## config.mk

```make
export PLATFORM = sky130hd
export DESIGN_NAME = fb_rect_writer_flat
export DESIGN_NICKNAME = d
export VERILOG_FILES = /design/src/rtl/fb_rect_writer_if.sv /design/src/rtl/fb_rect_writer.sv /design/src/flat_wrapper.sv
export SDC_FILE = /design/constraint.sdc
export NUM_CORES = 1
export LEC_CHECK = 0
export ABC_AREA = 1
export CAP_MARGIN = 10
export CORE_MARGIN = 10
export CORE_UTILIZATION = 25
export DETAILED_ROUTE_END_ITERATION = 7
export PLACE_DENSITY = 0.4
export SLEW_MARGIN = 40
export SYNTH_ARGS = -nofsm -noshare
export SYNTH_HDL_FRONTEND = slang
export SYNTH_SLANG_ARGS = --single-unit
```

## constraint.sdc

```tcl
create_clock -name iVGA_CLK -period 5.7 [get_ports iVGA_CLK]
set_input_delay 1.14 -clock iVGA_CLK [delete_from_list [all_inputs] [get_ports iVGA_CLK]]
set_output_delay 1.14 -clock iVGA_CLK [all_outputs]
set_load 0.01 [all_outputs]
```

## src/rtl/fb_rect_writer_if.sv

```systemverilog
// Request and frame-buffer write bundle for fb_rect_writer.
// master = requester side (game logic / bench), slave = the rectangle engine.
interface fb_rect_writer_if #(
    parameter int ADDR_W = 19,
    parameter int DATA_W = 8
);
    // Handshake: a request transfers on a rising iVGA_CLK edge where
    // req_valid && req_ready; req_* must be stable while req_valid is high.
    // The write side has no back-pressure: each wr_en cycle is one pixel.
    logic              req_valid;
    logic              req_ready;
    logic [9:0]        req_x;
    logic [8:0]        req_y;
    logic [9:0]        req_w;
    logic [8:0]        req_h;
    logic [DATA_W-1:0] req_color;
    logic              wr_en;
    logic [ADDR_W-1:0] wr_addr;
    logic [DATA_W-1:0] wr_data;

    modport master (
        output req_valid, req_x, req_y, req_w, req_h, req_color,
        input  req_ready, wr_en, wr_addr, wr_data
    );

    modport slave (
        input  req_valid, req_x, req_y, req_w, req_h, req_color,
        output req_ready, wr_en, wr_addr, wr_data
    );
endinterface

```

## src/rtl/fb_rect_writer.sv

```systemverilog
// Clipped filled-rectangle writer for the background frame buffer (port B).
// Define FB_WRITE_VBLANK_ONLY_EN to restrict pixel writes to vblank=1 cycles.
module fb_rect_writer #(
    parameter int H_RES  = 640,
    parameter int V_RES  = 480,
    parameter int ADDR_W = 19,
    parameter int DATA_W = 8
) (
    input  logic              iVGA_CLK,
    input  logic              iRST_n,
    fb_rect_writer_if.slave   bus,
    input  logic              vblank,
    output logic              busy,
    output logic              done,
    output logic              clip_flag,
    output logic [1:0]        state_dbg
);
    typedef enum logic [1:0] {IDLE, CLIP, WRITE, DONE} state_t;

    localparam logic [10:0] H_RES_L = 11'(H_RES);
    localparam logic [9:0]  V_RES_L = 10'(V_RES);

    state_t            state, stateNext;
    logic [9:0]        xQ, wQ, cx;
    logic [8:0]        yQ, hQ, cy;
    logic [10:0]       xEnd;
    logic [9:0]        yEnd;
    logic [ADDR_W-1:0] rowBase;
    logic [DATA_W-1:0] colorQ;

    logic        accept, empty, permit, lastCol, lastRow;
    logic [10:0] xSum;
    logic [9:0]  ySum;

`ifdef FB_WRITE_VBLANK_ONLY_EN
    assign permit = vblank;
`else
    logic unusedVblank;
    assign unusedVblank = vblank;
    assign permit       = 1'b1;
`endif

    assign accept  = bus.req_valid && bus.req_ready;
    // One extra bit on each sum so a large w/h can never wrap past the screen edge.
    assign xSum    = {1'b0, xQ} + {1'b0, wQ};
    assign ySum    = {1'b0, yQ} + {1'b0, hQ};
    assign empty   = (wQ == '0) || (hQ == '0) ||
                     ({1'b0, xQ} >= H_RES_L) || ({1'b0, yQ} >= V_RES_L);
    assign lastCol = (({1'b0, cx} + 11'd1) == xEnd);
    assign lastRow = (({1'b0, cy} + 10'd1) == yEnd);

    assign bus.req_ready = (state == IDLE);
    assign busy          = (state != IDLE);
    assign state_dbg     = state;

    always_ff @(posedge iVGA_CLK or negedge iRST_n) begin
        if (!iRST_n) state <= IDLE;
        else         state <= stateNext;
    end

    always_comb begin
        stateNext = state;
        case (state)
            IDLE:    if (accept) stateNext = CLIP;
            CLIP:    stateNext = empty ? DONE : WRITE;
            WRITE:   if (permit && lastCol && lastRow) stateNext = DONE;
            DONE:    stateNext = IDLE;
            default: stateNext = IDLE;
        endcase
    end

    always_ff @(posedge iVGA_CLK or negedge iRST_n) begin
        if (!iRST_n) begin
            xQ          <= '0;
            yQ          <= '0;
            wQ          <= '0;
            hQ          <= '0;
            colorQ      <= '0;
            cx          <= '0;
            cy          <= '0;
            xEnd        <= '0;
            yEnd        <= '0;
            rowBase     <= '0;
            clip_flag   <= 1'b0;
            done        <= 1'b0;
            bus.wr_en   <= 1'b0;
            bus.wr_addr <= '0;
            bus.wr_data <= '0;
        end else begin
            done      <= (state == DONE);
            bus.wr_en <= 1'b0;
            case (state)
                IDLE: if (accept) begin
                    xQ        <= bus.req_x;
                    yQ        <= bus.req_y;
                    wQ        <= bus.req_w;
                    hQ        <= bus.req_h;
                    colorQ    <= bus.req_color;
                    clip_flag <= 1'b0;
                end
                CLIP: begin
                    xEnd      <= (xSum > H_RES_L) ? H_RES_L : xSum;
                    yEnd      <= (ySum > V_RES_L) ? V_RES_L : ySum;
                    clip_flag <= !empty && ((xSum > H_RES_L) || (ySum > V_RES_L));
                    // y*640 as shift-and-add: y*512 + y*128.
                    rowBase   <= ADDR_W'({yQ, 9'b0}) + ADDR_W'({yQ, 7'b0});
                    cx        <= xQ;
                    cy        <= yQ;
                end
                WRITE: if (permit) begin
                    bus.wr_en   <= 1'b1;
                    bus.wr_addr <= rowBase + ADDR_W'(cx);
                    bus.wr_data <= colorQ;
                    if (lastCol) begin
                        cx      <= xQ;
                        cy      <= cy + 9'd1;
                        rowBase <= rowBase + ADDR_W'(H_RES);
                    end else begin
                        cx      <= cx + 10'd1;
                    end
                end
                default: ;
            endcase
        end
    end
endmodule
```

## src/flat_wrapper.sv

```systemverilog
// flat-port wrapper written by rule: the top's interface ports become plain ports
module fb_rect_writer_flat 
#(
    parameter int H_RES  = 640,
    parameter int V_RES  = 480,
    parameter int ADDR_W = 19,
    parameter int DATA_W = 8
)
  (iVGA_CLK, iRST_n, vblank, busy, done, clip_flag, state_dbg, bus_req_valid, bus_req_x, bus_req_y, bus_req_w, bus_req_h, bus_req_color, bus_req_ready, bus_wr_en, bus_wr_addr, bus_wr_data);
  fb_rect_writer_if #(.ADDR_W(ADDR_W), .DATA_W(DATA_W)) bus_i ();
  input  logic iVGA_CLK;
  input  logic iRST_n;
  input  logic vblank;
  output logic busy;
  output logic done;
  output logic clip_flag;
  output logic [1:0] state_dbg;
  input wire logic [$bits(bus_i.req_valid)-1:0] bus_req_valid;
  input wire logic [$bits(bus_i.req_x)-1:0] bus_req_x;
  input wire logic [$bits(bus_i.req_y)-1:0] bus_req_y;
  input wire logic [$bits(bus_i.req_w)-1:0] bus_req_w;
  input wire logic [$bits(bus_i.req_h)-1:0] bus_req_h;
  input wire logic [$bits(bus_i.req_color)-1:0] bus_req_color;
  output wire logic [$bits(bus_i.req_ready)-1:0] bus_req_ready;
  output wire logic [$bits(bus_i.wr_en)-1:0] bus_wr_en;
  output wire logic [$bits(bus_i.wr_addr)-1:0] bus_wr_addr;
  output wire logic [$bits(bus_i.wr_data)-1:0] bus_wr_data;
  assign bus_i.req_valid = bus_req_valid;
  assign bus_i.req_x = bus_req_x;
  assign bus_i.req_y = bus_req_y;
  assign bus_i.req_w = bus_req_w;
  assign bus_i.req_h = bus_req_h;
  assign bus_i.req_color = bus_req_color;
  assign bus_req_ready = bus_i.req_ready;
  assign bus_wr_en = bus_i.wr_en;
  assign bus_wr_addr = bus_i.wr_addr;
  assign bus_wr_data = bus_i.wr_data;
  fb_rect_writer #(.H_RES(H_RES), .V_RES(V_RES), .ADDR_W(ADDR_W), .DATA_W(DATA_W)) u_core (.iVGA_CLK(iVGA_CLK), .iRST_n(iRST_n), .bus(bus_i), .vblank(vblank), .busy(busy), .done(done), .clip_flag(clip_flag), .state_dbg(state_dbg));
endmodule
```

# Yosys cells after proc, flatten, opt, wreduce, memory -nomap -nowiden
# Index checks and enable logic that the tools add are counted.
# totals
mem_bits_rw	0
latchBits	0
ff_bits	137
romBits	0
n_memories	0
inputBits	50
wordCells	70
# op_classes
mul	0
bitwise	0
addsub	9
shifts	0
n_reduce_logical	18
order_cmp	4
n_eq_ne	8
div	0
n_mux	15
# ops
op	n
$pmux 19 s2	1
$mux 10	2
$pmux 10 s2	1
$add 18x16->19	1
$add 19x10->19	1
$add 19x10->19 const B	1
$mux 19	1
$pmux 9 s2	1
$add 10x1->11 const B	1
$add 10x10->11	1
$eq 11x11->1	1
$gt 11x10->1 const B	1
$mux 11	1
$add 10x1->10 const B	1
$add 9x1->10 const B	1
$add 9x9->10	1
$eq 10x10->1	1
$ge 10x10->1 const B	1
$gt 10x9->1 const B	1
$logic_not 10->1	1
$add 9x1->9 const B	1
$ge 9x9->1 const B	1
$logic_not 9->1	1
$mux 9	1
14 further kinds	29

# Depth between registers and ports, before layout
# Gate-level depths: netlist (run 1).
# depth
ltp_word	7
ltp_mapped	18
mapped_depth_nobuf	18

# Least setup slack after synthesis (run 1)
# Ideal clock, no wire load.
# synth_timing
path_kind	input port to flip-flop
startpoint	input bus_req_valid
endpoint	register u_core.wQ[1]
arrival_time_ns	2.042
path_buffers	2
path_stages	4
path_slack_ns	3.525
path_cell_list	nand2_1 clkbuf_1 clkbuf_1 a21oi_1
# synth_via
elab_chain_len	2
# synth_rtl
element	line	source
start: declaration	flat_wrapper.sv:18	input wire logic [$bits(bus_i.req_valid)-1:0] bus_req_valid;
$logic_and 1x1->1	fb_rect_writer.sv:43	assign accept = bus.req_valid && bus.req_ready;
$reduce_and 2->1 (no line)	--	
end signal: assignment	fb_rect_writer.sv:96	wQ <= bus.req_w;
end: declaration	fb_rect_writer.sv:24	logic [9:0] xQ, wQ, cx;
# No other way between the ends.
# A chain may end at the register's enable or synchronous reset.

# Worst setup path in the final report (run 1)
# layout_timing
startpoint	register u_core.state[0], in the netlist u_core.state_dbg[0]
endpoint	output busy
# layout_via
elab_chain_len	1
# layout_rtl
element	line	source
start: declaration	fb_rect_writer.sv:23	state_t state, stateNext;
start signal: assignment	fb_rect_writer.sv:58	else state <= stateNext;
$reduce_bool 2->1	fb_rect_writer.sv:53	assign busy = (state != IDLE);
end: declaration	flat_wrapper.sv:14	output logic busy;
# No other way between the ends.

==> run summary, run 1 <==
==================================================================================================
Result of the run                                                                     complete, no violations
I/O Pins                                                                                        84
Die extent in x                                                                           198.3 um
Slew headroom                                                                               0.5197
Layout area overhead                                                                        23.12%
Required time at the endpoint of the critical path                                         4.56 ns
Netlist Area Pre-Place                                                                  7944 sq um
Fmax                                                                                     321.3 MHz
Proportion of register bits with asynchronous set or reset after synthesis                   1.000
# nets final                                                                                  1228
Via/cell ratio                                                                               4.400
Nature of the critical path endpoint                                                    output pin
Initial core utilization                                                                    0.2524
Post-route insts no fill                                                                      1554
Number of DRC violations after detailed-routing iteration 0                                    353
Count of unique library cells instantiated by Yosys                                             41
RD Place Congestion                                                                         0.7944
Die span in y                                                                             198.3 um
Detailed-route wire length per cell                                                       14.89 um
Post-CTS Repair Setup Buffers                                                                    0
CTS root buf                                                                          sky130_fd_sc_hd__clkbuf_16
Number of failing setup endpoints in the final timing report                                     0
Synth area leader                                                                     sky130_fd_sc_hd__dfrtp_1
Deepest clock path buffer count                                                                  2
Wire length of the first global-routing pass                                              38410 um
Clock tree sinks                                                                               130
Delay of the slowest cell on the worst path                                                0.54 ns
Standard cell with the maximum stage delay on the critical path                       sky130_fd_sc_hd__clkdlybuf4s50_1
Clock transition time at the flip-flop clock pins of the worst setup and hold paths        0.06 ns
Layout Utilization                                                                          0.3108
Port Buffer Count                                                                               82
Path type of the worst setup path                                                     register to output pin
Final TNS setup                                                                               0 ns
Min Clock Period, post-route                                                              3.112 ns
Sequential area share after synthesis                                                       0.4095
Hold buffer count at cts                                                                         0
Synthesized area per cell                                                              7.466 sq um
Area of the core region                                                                31470 sq um
Series of cell instances along the critical path                                      inv_1, ha_1, inv_1, clkdlybuf4s50_1
Number of nets produced by synthesis                                                          1153
Number of buffers and inverters on the critical path                                             3
# H-tree levels                                                                                  4
Worst Clk Skew                                                                         0.009153 ns
Final routed DRC violation total                                                                 0
Cell Pwr Density                                                                      692.2 nW/um^2
Family of cells with the greatest summed delay on the critical path                   buffers and inverters
Most used flip-flop cell after synthesis                                              sky130_fd_sc_hd__dfrtp_1
Fraction of layout cells with a size suffix above 1                                        0.08160
RSZ-0062 raised after global routing                                                            no
Num rows                                                                                        65
Source-to-sink clock delay at the later pin of the worst-skew pair                         0.42 ns
Wirelength, routed                                                                        23150 um
Class of the most critical hold timing path                                           register to register
Number of antenna repair diodes                                                                  0
Count of yosys warnings during synthesis                                                         0
Detailed placer's ending HPWL                                                             17060 um
Number of CTS-inserted buffers                                                                  17
Final ANT Viol Nets                                                                              0
Crit share post-route                                                                       0.5460
Critical path startpoint category                                                         register
Number of detailed-routing iterations run before antenna repair                                  7
Largest cells by area after synthesis                                                 sky130_fd_sc_hd__dfrtp_1, sky130_fd_sc_hd__nand2_1, sky130_fd_sc_hd__nand3_1
Clock tree from TritonCTS                                                                    built
Vias after detailed routing                                                                   6837
Arrival time reported for the critical path endpoint                                       1.97 ns
Placed cell count                                                                             1522
Maximum fanout count along the critical path                                                     6
Cells after Synth                                                                             1064
Dpl ws                                                                                    2.533 ns
Final setup slack of the worst path                                                       2.588 ns
Max VDD drop                                                                             0.2843 mV
Initial antenna violation count                                                                  0
EDFF count, synth                                                                                0
Maxcap violations                                                                                0
Final Hold Fails                                                                                 0
Number of max-slew violations in the final report                                                0
Most common cell on crit path                                                         sky130_fd_sc_hd__inv_1
Area of the die                                                                        39310 sq um
Number of global-route vias before repair                                                     7022
Total global-route track usage                                                              0.1230
Slew of the pin with the lowest slew margin                                              0.7178 ns
LEAKAGE                                                                                   4.826 nW
Pin count of the biggest net entering global routing                                            85
Leftover overflow at the end of global routing                                                   0
Proportion of netlist area held by the largest area contributor                             0.4095
Synth Register Bits                                                                            130
Post-cts sizing count                                                                            0
==================================================================================================
==> metal layers <==
metal / up-vias / share of wire / track usage
met5: - / 0 / 0
met4: 0 / 0.0076 / 0.02904
met3: 13 / 0.061 / 0.03718
met2: 107 / 0.42 / 0.1807
met1: 3123 / 0.51 / 0.1714
li1: 3594 / - / -
==> cells by family after synthesis <==
group | after synthesis | share of synthesized area
AOI/OAI and AO/OA | 111 | 0.08033
xor gates and xnor gates | 13 | 0.01433
adders and majority gates | 39 | 0.06426
buffers and inverters | 151 | 0.07544
DFF | 130 | 0.4095
muxes | 32 | 0.04520
and+or+nand+nor | 588 | 0.3109
==> worst min-delay path: cells and delay by family (launching register included) <==
kind	cells	cell delay, ns
flip-flops	1	0.34
AND/OR/NAND/NOR	2	0.10
==> cells in the final DEF (no fill, tap or decap), types with 11 or more instances in the layout <==
cell type	synthesis	layout
sky130_fd_sc_hd__dfrtp_1	130	130
sky130_fd_sc_hd__clkdlybuf4s50_1	0	81
sky130_fd_sc_hd__o21ai_2	11	11
sky130_fd_sc_hd__nand3_1	106	106
sky130_fd_sc_hd__nand4_1	15	15
sky130_fd_sc_hd__clkbuf_16	0	17
sky130_fd_sc_hd__inv_1	116	116
sky130_fd_sc_hd__ha_1	36	35
sky130_fd_sc_hd__nor2_1	83	83
sky130_fd_sc_hd__mux2_2	31	31
sky130_fd_sc_hd__a21oi_1	45	45
sky130_fd_sc_hd__o21ai_0	36	36
sky130_fd_sc_hd__nand2_1	358	357
==> per-stage QoR <==
step	hold WS [ns]	power [mW]	instance area (sq um)
after global routing	0.4884	7.573	9781
final	0.4692	6.770	9781
after global placement	0.4536	5.683	9159
after CTS	0.4747	6.896	9781
after detailed placement	0.4596	5.709	9174
after floorplan	0.4435	4.538	7944
==> worst paths after layout <==
path,start,end,slack (ns),cells past startpoint
setup / recovery,u_core.state_dbg[0]$_DFFE_PN0P_,busy,2.59,4
hold / removal,u_core.colorQ[7]$_DFFE_PN0P_,u_core.bus.wr_data[7]$_DFFE_PN0P_,0.47,2
setup reg to reg,u_core.cx[0]$_DFFE_PN0P_,u_core.cy[1]$_DFFE_PN0P_,2.80,14
hold reg to reg,u_core.colorQ[7]$_DFFE_PN0P_,u_core.bus.wr_data[7]$_DFFE_PN0P_,0.47,2
max in group asynchronous,iRST_n,u_core.xQ[0]$_DFFE_PN0P_,3.91,2
min in group asynchronous,iRST_n,u_core.bus.wr_addr[4]$_DFFE_PN0P_,0.70,1
==> final cells by class <==
class	instances	area, sq um
fillers	3347	21690
inverters	119	446.7
clock buffers	18	439.2
multi-input cells	783	4096
clock inverters	14	167.7
well taps	402	503.0
repair buffers	88	874.6
flip-flops and latches	130	3253
==> power by group <==
part	switching (mW)	total (mW)	leakage, nW	internal, mW
logic	2.33	3.80	2.97	1.47
clock network	0.467	1.14	0.293	0.672
registers	0.460	1.83	1.56	1.37
==> cells in the mapped netlist, types with 6 or more instances <==
| master | number |
|---|---|
| sky130_fd_sc_hd__nand2_1 | 358 |
| sky130_fd_sc_hd__dfrtp_1 | 130 |
| sky130_fd_sc_hd__inv_1 | 116 |
| sky130_fd_sc_hd__nand3_1 | 106 |
| sky130_fd_sc_hd__nor2_1 | 83 |
| sky130_fd_sc_hd__a21oi_1 | 45 |
| sky130_fd_sc_hd__ha_1 | 36 |
| sky130_fd_sc_hd__o21ai_0 | 36 |
| sky130_fd_sc_hd__mux2_2 | 31 |
| sky130_fd_sc_hd__clkbuf_1 | 23 |
| sky130_fd_sc_hd__nand4_1 | 15 |
| sky130_fd_sc_hd__o21ai_2 | 11 |
| sky130_fd_sc_hd__a31oi_1 | 7 |
| sky130_fd_sc_hd__nand3b_1 | 7 |
| sky130_fd_sc_hd__nor3_1 | 7 |
| sky130_fd_sc_hd__xor2_1 | 7 |
| sky130_fd_sc_hd__xnor2_1 | 6 |
==> state kept, by name (all words and copies together) (netlist names) <==
signal              cells
u_core.yEnd            10
u_core.yQ               9
u_core.xEnd            11
u_core.xQ              10
u_core.cx              10
u_core.bus.wr_data      8
u_core.bus.wr_en        1
u_core.hQ               9
u_core.wQ              10
u_core.cy               9
u_core.rowBase         12
u_core.state_dbg        2
u_core.clip_flag        1
u_core.done             1
u_core.colorQ           8
u_core.bus.wr_addr     19
(Power assumes the default switching activity.)
==> run 2, diff against run 1 <==
==> constraint.sdc (replaced) <==
create_clock -name iVGA_CLK -period 3.1 [get_ports iVGA_CLK]
set_input_delay 0.62 -clock iVGA_CLK [delete_from_list [all_inputs] [get_ports iVGA_CLK]]
set_output_delay 0.62 -clock iVGA_CLK [all_outputs]
set_load 0.01 [all_outputs]
==> run summary, run 2 (synthesized netlist as in run 1, its figures left out) <==
==================================================================================================
Cell Pwr Density                                                                      1277 nW/um^2   +85%
Dpl ws                                                                                   0.5839 ns   -1.949 ns
Worst r2r path cells                                                                            17   +3
Critical path startpoint                                                              u_core.state_dbg[0]$_DFFE_PN0P_
Flip-flop count of the largest register, all copies and words added                             19   unchanged
Die extent in x                                                                           198.3 um   unchanged
Clock tree from TritonCTS                                                                    built
Number of global-route vias before repair                                                     7119   +1.4%
Number of antenna repair diodes                                                                  0   unchanged
Slew of the pin with the lowest slew margin                                              0.6173 ns   -0.1005 ns
Number of failing setup endpoints in the final timing report                                     0   unchanged
Area of the core region                                                                31470 sq um   unchanged
Number of max-slew violations in the final report                                                0   unchanged
Clock tree sinks                                                                               130   unchanged
Fmax                                                                                     378.7 MHz
Clock network power share                                                                    0.177   +0.009
Maxcap violations                                                                                0   unchanged
Total global-route track usage                                                              0.1246   +0.001639
Wire length of the first global-routing pass                                              38710 um   +0.79%
RSZ-0062 raised after global routing                                                            no
Slew headroom                                                                               0.5832   +0.06347
Num rows                                                                                        65   unchanged
Detailed-route wire length per cell                                                       15.00 um   +0.69%
Required time at the endpoint of the critical path                                         2.48 ns   -2.08 ns
Series of cell instances along the critical path                                      inv_1, ha_1, inv_1, clkdlybuf4s50_1
Combinational fraction of design power                                                       0.559   -0.003
Number of detailed-routing iterations run before antenna repair                                  6   -1
Initial core utilization                                                                    0.2524   unchanged
Count of filler cells inserted in the layout                                                  3404   +1.7%
Post-CTS Repair Setup Buffers                                                                    0   unchanged
WHS                                                                                      0.1045 ns   -0.3647 ns
I/O Pins                                                                                        84   unchanged
Vias after detailed routing                                                                   6968   +1.9%
Commonest cells after routing, fill and taps aside                                    sky130_fd_sc_hd__nand2_1, sky130_fd_sc_hd__dfrtp_1, sky130_fd_sc_hd__inv_1
Port Buffer Count                                                                               82   unchanged
Area of the die                                                                        39310 sq um   unchanged
Sequential cell fraction of total power                                                      0.264   -0.006
Standard cell with the maximum stage delay on the critical path                       sky130_fd_sc_hd__clkdlybuf4s50_1
Critical path startpoint category                                                         register
Deepest clock path buffer count                                                                  2   unchanged
Net switching component of the power                                                      5.980 mW   +84%
Reg with most FFs                                                                     u_core.bus.wr_addr
Largest registers                                                                     u_core.bus.wr_addr (19), u_core.rowBase (12), u_core.xEnd (11)
Area occupied by registers                                                              3253 sq um   unchanged
Wirelength, routed                                                                        23460 um   +1.3%
Delay of the slowest cell on the worst path                                                0.54 ns   about the same
Layout area overhead                                                                        24.84%
Number of CTS-inserted buffers                                                                  17   unchanged
Leading cell type in the layout, fill and taps excluded                               sky130_fd_sc_hd__nand2_1
Most common cell on crit path                                                         sky130_fd_sc_hd__inv_1
Leftover overflow at the end of global routing                                                   0   unchanged
Result of the run                                                                     complete, no violations
Clock transition time at the flip-flop clock pins of the worst setup and hold paths        0.06 ns   about the same
RD Place Congestion                                                                         0.8120   +2.2%
# nets final                                                                                  1238   +0.81%
Die span in y                                                                             198.3 um   unchanged
CTS root buf                                                                          sky130_fd_sc_hd__clkbuf_16
Max VDD drop                                                                             0.4191 mV   +47%
Detailed placer's ending HPWL                                                             17500 um   +2.6%
Worst r2r src                                                                         u_core.wQ[0]$_DFFE_PN0P_
Min Clock Period, post-route                                                              2.641 ns
Arrival time reported for the critical path endpoint                                       2.02 ns   +0.05 ns
Initial antenna violation count                                                                  0   unchanged
Nature of the critical path endpoint                                                    output pin
Pin count of the biggest net entering global routing                                            52   -39%
Class of the most critical hold timing path                                           input pin to asynchronous set/reset pin
Design Power                                                                              12.67 mW   +87%
Final setup slack of the worst path                                                      0.4591 ns   -2.129 ns
Total internal power                                                                      6.689 mW   +90%
Via/cell ratio                                                                               4.455   +1.3%
Final ANT Viol Nets                                                                              0   unchanged
Worst Clk Skew                                                                          0.01491 ns   +0.005757 ns
Switching power as a share of total power                                                   0.4720   -0.009104
LEAKAGE                                                                                   4.904 nW   +1.6%
Fraction of layout cells with a size suffix above 1                                        0.08950   +0.007904
Path type of the worst setup path                                                     register to output pin
# H-tree levels                                                                                  4   unchanged
Number of DRC violations after detailed-routing iteration 0                                    354   +0.28%
Source-to-sink clock delay at the later pin of the worst-skew pair                         0.43 ns   about the same
Final TNS setup                                                                               0 ns   unchanged
Maximum fanout count along the critical path                                                     6   unchanged
Final routed DRC violation total                                                                 0   unchanged
Final Hold Fails                                                                                 0   unchanged
Crit share post-route                                                                       0.8519
Post-cts sizing count                                                                            0   unchanged
Multi-input gate area                                                                   4096 sq um   unchanged
Hold buffer count at cts                                                                         0   unchanged
==================================================================================================
[run 2: metrics by stage]
| stage | cell area [sq um] | std cells | util |
|---|---|---|---|
| finish | 9917 | 1564 | 0.3151 |
| global route | 9917 | 1564 | 0.3151 |
| CTS | 9917 | 1564 | 0.3151 |
| detailed placement | 9266 | 1532 | 0.2944 |
| global placement | 9266 | 1532 | 0.2944 |
| floorplan | 7944 | 1064 | - |
[run 2: final cells by class]
cell class / count / area share
multi-input combinational: 783 / 0.4131
inverter: 119 / 0.04504
clock buffer: 19 / 0.04567
tap: 402 / 0.05072
sequential: 130 / 0.3280
timing repair buffer: 98 / 0.09753
clock inverter: 13 / 0.01993
[run 2: final timing paths]
path,to,slack (ns)
worst max-delay path,busy,0.46
max in group asynchronous,u_core.hQ[0]$_DFFE_PN0P_,2.31
min in group iVGA_CLK,u_core.bus.wr_data[6]$_DFFE_PN0P_,0.47
worst max register to register,u_core.xEnd[4]$_DFFE_PN0P_,0.59
worst min-delay path,u_core.cx[6]$_DFFE_PN0P_,0.10
worst min register to register,u_core.bus.wr_data[6]$_DFFE_PN0P_,0.47
[run 2: power groups by stage]
stage	Clock, mW	Combinational (mW)	Sequential (mW)
after global routing	2.37	8.26	3.49
after CTS	2.30	7.22	3.36
after global placement	0	7.17	3.37
final	2.24	7.09	3.34
after floorplan	0	5.19	3.15
after detailed placement	0	7.18	3.38
[run 2: critical path, delay by kind of cell (launching register included)]
kind       cells  cell delay, ns
buf+inv        3            0.78
fa+ha+maj      1            0.33
flops          1            0.49
[run 2: layer usage]
metal	share of wire	up-vias	track usage
met5	0	-	0
li1	-	3625	-
met3	0.058	12	0.03480
met4	0.0090	0	0.03417
met2	0.42	111	0.1852
met1	0.51	3220	0.1721
